[src/rtl/tff_counter_pkg.sv]
// Shared definitions for the toggle-stage modulo-N counter.
//   DIR_UP / DIR_DOWN : encodings of the 'up' direction input
//   clamp_load()      : saturate an out-of-range load value to MODULUS-1
//   mod_legal()       : elaboration-time legality check of WIDTH/MODULUS
package tff_counter_pkg;

    localparam logic DIR_UP   = 1'b1;
    localparam logic DIR_DOWN = 1'b0;

    function automatic int unsigned clamp_load(input int unsigned val,
                                               input int unsigned modulus);
        return (val >= modulus) ? modulus - 1 : val;
    endfunction

    // Widths above 32 are rejected because the load path goes through int unsigned.
    function automatic bit mod_legal(input int unsigned     width,
                                     input longint unsigned modulus);
        return (width >= 1) && (width <= 32) && (modulus >= 2) &&
               (modulus <= (64'd1 << width));
    endfunction

endpackage

[src/rtl/tff_cell.sv]
// Single T flip-flop stage.
// Ports:
//   clk   : rising-edge clock
//   reset : asynchronous active-low clear
//   t     : toggle request, q inverts on the next rising edge when high
//   q     : stored bit
module tff_cell (
    input  logic clk,
    input  logic reset,
    input  logic t,
    output logic q
);

    logic q_q;

    always_ff @(posedge clk or negedge reset) begin
        if (!reset) begin
            q_q <= 1'b0;
        end else if (t) begin
            q_q <= ~q_q;
        end
    end

    assign q = q_q;

endmodule

[src/rtl/tff_counter.sv]
// Modulo-MODULUS counter built from WIDTH tff_cell stages. Only the per-bit
// toggle vector is computed here; every state change happens by toggling cells.
// Optional feature macro: TFF_COUNTER_DOWN_EN enables down counting via 'up'.
// Ports:
//   clk      : rising-edge clock
//   reset    : asynchronous active-low reset
//   en       : count enable
//   up       : 1 = increment, 0 = decrement (only with TFF_COUNTER_DOWN_EN)
//   load     : synchronous load strobe, has priority over en
//   load_val : value to load, clamped to MODULUS-1
//   q        : current count
//   tc       : terminal-count flag, high in the cycle whose edge wraps
//   wrap     : registered one-cycle pulse following each wrap
module tff_counter
    import tff_counter_pkg::*;
#(
    parameter int unsigned WIDTH   = 4,
    parameter int unsigned MODULUS = 10
) (
    input  logic             clk,
    input  logic             reset,
    input  logic             en,
    input  logic             up,
    input  logic             load,
    input  logic [WIDTH-1:0] load_val,
    output logic [WIDTH-1:0] q,
    output logic             tc,
    output logic             wrap
);

    if (!mod_legal(WIDTH, 64'(MODULUS))) begin : g_bad_modulus
        $error("tff_counter: MODULUS must satisfy 2 <= MODULUS <= 2**WIDTH");
    end

    localparam logic [WIDTH-1:0] TermUp = WIDTH'(MODULUS - 1);

    logic [WIDTH-1:0] next_q;
    logic [WIDTH-1:0] t;
    logic [WIDTH-1:0] term;
    logic [WIDTH-1:0] load_clamped;
    logic             wrap_q;

    assign load_clamped = WIDTH'(clamp_load(32'(load_val), MODULUS));

`ifndef TFF_COUNTER_DOWN_EN
    logic unused_up;
    assign unused_up = up;
`endif

    always_comb begin
        term = TermUp;
`ifdef TFF_COUNTER_DOWN_EN
        if (up == DIR_DOWN) begin
            term = '0;
        end
`endif

        next_q = q;
        if (load) begin
            next_q = load_clamped;
        end else if (en) begin
`ifdef TFF_COUNTER_DOWN_EN
            if (up == DIR_DOWN) begin
                next_q = (q == '0) ? TermUp : q - 1'b1;
            end else begin
                next_q = (q == TermUp) ? '0 : q + 1'b1;
            end
`else
            // For MODULUS == 2**WIDTH the explicit compare and the binary
            // overflow produce the same result.
            next_q = (q == TermUp) ? '0 : q + 1'b1;
`endif
        end

        t = q ^ next_q;

        // Gated by reset so the flag is low while the counter is held clear.
        tc = reset & en & ~load & (q == term);
    end

    for (genvar i = 0; i < WIDTH; i++) begin : g_cell
        tff_cell u_cell (
            .clk   (clk),
            .reset (reset),
            .t     (t[i]),
            .q     (q[i])
        );
    end

    always_ff @(posedge clk or negedge reset) begin
        if (!reset) begin
            wrap_q <= 1'b0;
        end else begin
            wrap_q <= tc;
        end
    end

    assign wrap = wrap_q;

endmodule

[config.mk]
export PLATFORM = sky130hd
export DESIGN_NAME = tff_counter
export DESIGN_NICKNAME = d
export VERILOG_FILES = /design/src/rtl/tff_counter_pkg.sv /design/src/rtl/tff_cell.sv /design/src/rtl/tff_counter.sv
export SDC_FILE = /design/constraint.sdc
export NUM_CORES = 1
export LEC_CHECK = 0
export BUFFER_PORTS_ARGS = -buffer_cell sky130_fd_sc_hd__buf_2
export CAP_MARGIN = 25
export CORE_AREA = 5 5 42 44
export CTS_BUF_LIST = sky130_fd_sc_hd__clkbuf_4
export DETAILED_ROUTE_END_ITERATION = 6
export DIE_AREA = 0 0 47 49
export GPL_TIMING_DRIVEN = 0
export HOLD_SLACK_MARGIN = 0.02
export PLACE_DENSITY = 0.54
export SETUP_SLACK_MARGIN = 0.02
export SLEW_MARGIN = 20
export SYNTH_ARGS = -nofsm -noshare
export SYNTH_HDL_FRONTEND = slang
export SYNTH_SLANG_ARGS = --single-unit
[constraint.sdc]
create_clock -name clk -period 1.4 [get_ports clk]
set_input_delay 0.42 -clock clk [delete_from_list [all_inputs] [get_ports clk]]
set_output_delay 0.42 -clock clk [all_outputs]
set_load 0.05 [all_outputs]
# Yosys cells after proc, flatten, opt, wreduce, memory -nomap -nowiden
# Cells that the tools add are included.
dict set report totals {
  regBits 5
  input_bits 9
  output_inout_bits 6
  word_cells 21
}
dict set report op_classes {
  add_sub_neg 1
  n_lt_le_gt_ge 1
  eq_ne 1
  muxes 4
  n_bitwise 9
}
# cell n
set ops {}
lappend ops {{two-way mux 4 bit} 4}
lappend ops {{inverter 1 bit} 5}
lappend ops {{adder 4 x 1 -> 4 bit (second input constant)} 1}
lappend ops {{equality test 4 bit (second input constant)} 1}
lappend ops {{greater-or-equal comparator 4 bit (second input constant)} 1}
lappend ops {{bitwise XOR 4 bit} 1}
lappend ops {{bitwise AND 1 bit} 3}

# Logic depth before layout (Yosys ltp)
dict set report depth {
  depth_word 5
  ltp_mapped 5
}

# By module
# From an unflattened synthesis, not the netlist that was laid out.
dict set report unflattened {
  cells_unflattened 40
  area_unflattened_um2 380.4
}
# mod instances cells_per_inst area_each_um2 seq_area_each_um2
set modules_own_cells {}
lappend modules_own_cells {tff_counter 1 32 245.2 25.0}
lappend modules_own_cells {tff_cell 4 2 33.8 25.0}

# Worst setup path before layout
# Ideal clock, no wire load.
dict set report synth_timing {
  path_kind {reg-to-output}
  startpoint {reg g_cell[1].u_cell.q_q}
  endpoint {out tc}
  arrival_ns 1.826
  required_time_ns 0.980
  path_slack_ns -0.846
  path_stages_with_launch 5
  path_buffers 0
  path_cell_list {dfrtp_1 inv_1 ha_1 nand3b_2 nor3_1}
}
dict set report synth_via {
  elab_chain_cells 2
}
# element line_no
set synth_rtl {}
lappend synth_rtl {{start, declared} tff_cell.sv:14} ;# logic q_q;
lappend synth_rtl {{start signal, assigned} tff_cell.sv:20} ;# q_q <= ~q_q;
lappend synth_rtl {{equality test 4 bit} tff_counter.sv:78} ;# tc = reset & en & ~load & (q == term);
lappend synth_rtl {{bitwise AND 1 bit} tff_counter.sv:78}
lappend synth_rtl {{end, declared} tff_counter.sv:27} ;# output logic tc,
# Every way passes these cells.

# Worst setup path after layout
# Ends and elaborated chain as after synthesis.

==> results by group <==
Timing
  • RSZ-0062 raised after global routing: true
  • Least-Margin Pin Slew: roughly 0.24 ns
  • Crit share post-route: 1.26
  • Clk_skew: between 0.0015 and 0.002 ns
  • WHS: 0.428 ns
  • Slew HR: 0.836
  • Fmax: 568 MHz
  • Final setup fails: 4
  • Clock period minus worst slack: between 1.5 and 2 ns
  • Final TNS setup: -0.636 ns
  • PnR worst setup slack: -0.359 ns
  • Fin. max-slew vios: 0
  • Final hold vios: 0

Synth
  • Mapped Nets: 43
  • Syn. warnings: 0
  • Mapped Cells: 32
  • Syn Area/Cell: approximately 9.9 µm²
  • Largest area contributor in the synthesized netlist: dfrtp_1
  • Ranking of synthesized cells by area: dfrtp_1, buf_4, a22o_1, ha_1, nand2b_1
  • Synth cell types: 18
  • Sequential area share after synthesis: 0.397
  • Yosys top cell area share: 0.397
  • Seq cells post-synth: 5
  • Synth Cell Area: between 300 and 400 µm²

Clock tree
  • CTS tree: yes
  • Clk_lat worst skew: about 0.24 ns
  • Num CTS Buffers: 3
  • Clock buffer depth: 2
  • Clk root buf: clkbuf_4
  • H-tree depth: 1
  • Clock sink count: 5
  • Worst-path clk slew: roughly 0.040 ns

Drt
  • TritonRoute pass-1 iters: 2
  • Total number of vias: about 320
  • Final ANT Viol Nets: 0
  • DRC Markers: 0
  • DRT iter0 DRCs: 2
  • Post-DR wirelength/cell: approximately 12 µm
  • Routed WL: ~870 µm
  • Via density: roughly 4.3

Placed design
  • Pre-CTS WS: -0.288 ns
  • GP Congestion: 0.708
  • PortBufs: 13

Setup path
  • Startpoint types: register
  • Critical path peak fanout: 2
  • Crit path DAT: 1.34 ns
  • Max stage delay on crit path: 0.40 ns
  • R2R depth: 6
  • Critical path's slowest cell: dfrtp_1
  • Worst EP required: approximately 0.98 ns
  • CP Cell Sequence: inv_2 -> ha_4 -> nand3b_4 -> nor3_4 -> buf_6
  • Crit Path Category: reg -> out
  • Worst setup EP type: output pin

Pwr
  • Part of the power in combinational logic: 0.461
  • Cell internal pwr: between 0.4 and 0.5 mW
  • Net Sw Power: approximately 0.22 mW
  • Flop pwr share: 0.267
  • Switching share of power: 0.329
  • Clock power share: 0.272
  • Leak: about 0.31 nW
  • VDD IR-drop max: approximately 0.00030 V
  • Power per cell area: between 1000 and 1500 nW/µm²
  • Total power: ~0.67 mW

Floorplanning
  • Io pins: 15
  • Initial cell density of the core: 0.225
  • Die H: a little under 50 µm
  • Die area: around 2300 µm²
  • Die X: around 47 µm
  • Rows: 14
  • Core footprint: between 1000 and 1500 µm²

Hold path
  • Min-Delay Path Class: in -> reg
  • Hold path depth: 2

Run
  • Max Cap Violations: 0

Global route
  • First-pass GRT wire length: approximately 1300 µm
  • Vias in the first global route: between 300 and 400
  • Gr ovfl total: 0
  • Initial antenna violation count: 0
  • GR Util All Layers: 0.0806
  • Maximum number of pins on one net before global-route repair: 6

Layout
  • Share of layout cells above drive strength 1: 0.593
  • Layout Nets: about 70
  • Post-Route Utilization: 0.422
  • Antenna diodes: 0
  • P&R area growth vs syn: 87.7%

Outcome
  • Status: complete, but fails checks
  • Failing checks: negative setup slack
-- critical path: cells and delay by family, from the launching register on --
kind                     cells  cell delay, ns
AND/OR/NAND/NOR              2            0.31
flip-flops                   1            0.40
adder cells (fa/ha/maj)      1            0.13
buffers and inverters        2            0.26
-- cells in the final DEF, fill, tap and decap left out --
master,count
nand3b_4,1
nand2b_1,2
xor2_1,1
buf_2,8
nand4_1,1
inv_1,2
o21a_1,1
dlygate4sd3_1,1
a31oi_1,1
nor2_1,1
a22o_1,3
buf_8,2
buf_6,6
o21ai_0,1
inv_2,1
mux2i_1,1
nor3_4,1
ha_1,1
nand3_1,1
dfrtp_1,4
xnor2_1,1
ha_4,1
clkbuf_4,4
nand2_1,2
buf_4,10
dfrtp_2,1
-- cell usage after synthesis --
cell type  number
dfrtp_1         5
buf_4           4
a22o_1          3
inv_1           3
ha_1            2
nand2_1         2
nand2b_1        2
a31oi_1         1
mux2i_1         1
nand3_1         1
nand3b_2        1
nand4_1         1
nor2_1          1
nor3_1          1
o21a_1          1
o21ai_0         1
xnor2_1         1
xor2_1          1
-- flip-flops by register name (all words and copies together), names as in the netlist --
register / flops
wrap: 1
g_cell.u_cell.q: 4
-- final timing paths --
check	from	endpoint	slack, ns
max in group asynchronous	reset	g_cell[0].u_cell.q	0.60
hold / removal	load_val[2]	g_cell[2].u_cell.q	0.43
min in group asynchronous	reset	wrap	0.59
setup reg to reg	g_cell[1].u_cell.q	g_cell[1].u_cell.q	0.05
hold reg to reg	g_cell[3].u_cell.q	g_cell[3].u_cell.q	0.70
setup / recovery	g_cell[1].u_cell.q	tc	-0.36
-- final cells by class --
| type | count | area, µm² |
|---|---|---|
| Buffer | 4 | 33.8 |
| Clock buffer | 4 | 30.0 |
| Fill cell | 145 | 810 |
| Inverter | 3 | 11.3 |
| Multi-Input combinational cell | 20 | 181 |
| Sequential cell | 5 | 126 |
| Tap cell | 16 | 20.0 |
| Timing Repair Buffer | 23 | 189 |
-- routing by layer --
metal / global-route usage / vias to the layer above / part of all wire
met1: 0.100 / 154 / 0.45
met2: 0.120 / 9 / 0.50
met5: 0 / - / 0
li1: - / 161 / -
met4: 0.0691 / 0 / 0
met3: 0.00369 / 0 / 0.050
-- power by group through the flow --
stage / logic [mW] / registers [mW] / clock network, mW
CTS: 0.265 / 0.175 / 0.187
global placement: 0.187 / 0.185 / 0
detailed placement: 0.189 / 0.186 / 0
global route: 0.327 / 0.180 / 0.196
floorplan: 0.145 / 0.181 / 0
finish: 0.308 / 0.178 / 0.182
-- timing repair --
item	4_1_cts	5_1_grt
pin swaps	1	1
endpoints found under the setup margin	5	8
hold buffers	1	0
gates resized for setup	13	7
hold endpoints to repair	5	0
buffers inserted	5	5
-- cells by family (layout without fill, tap and decap cells) --
kind of cell / count (synthesis) / count (layout) / synth area share
xor gates and xnor gates: 2 / 2 / 0.0556
and+or+nand+nor: 9 / 9 / 0.163
AOI/OAI and AO/OA: 6 / 6 / 0.143
buffers and inverters: 7 / 34 / 0.131
muxes: 1 / 1 / 0.0317
adders and majority gates: 2 / 2 / 0.0794
DFF: 5 / 5 / 0.397
-- stage by stage --
step	instances	instance area, µm²
2_1_floorplan	32	327
3_3_place_gp	61	412
3_5_place_dp	61	412
4_1_cts	71	533
5_1_grt	75	592
6_report	75	592
No activity file was read; power rests on OpenSTA's default activity.
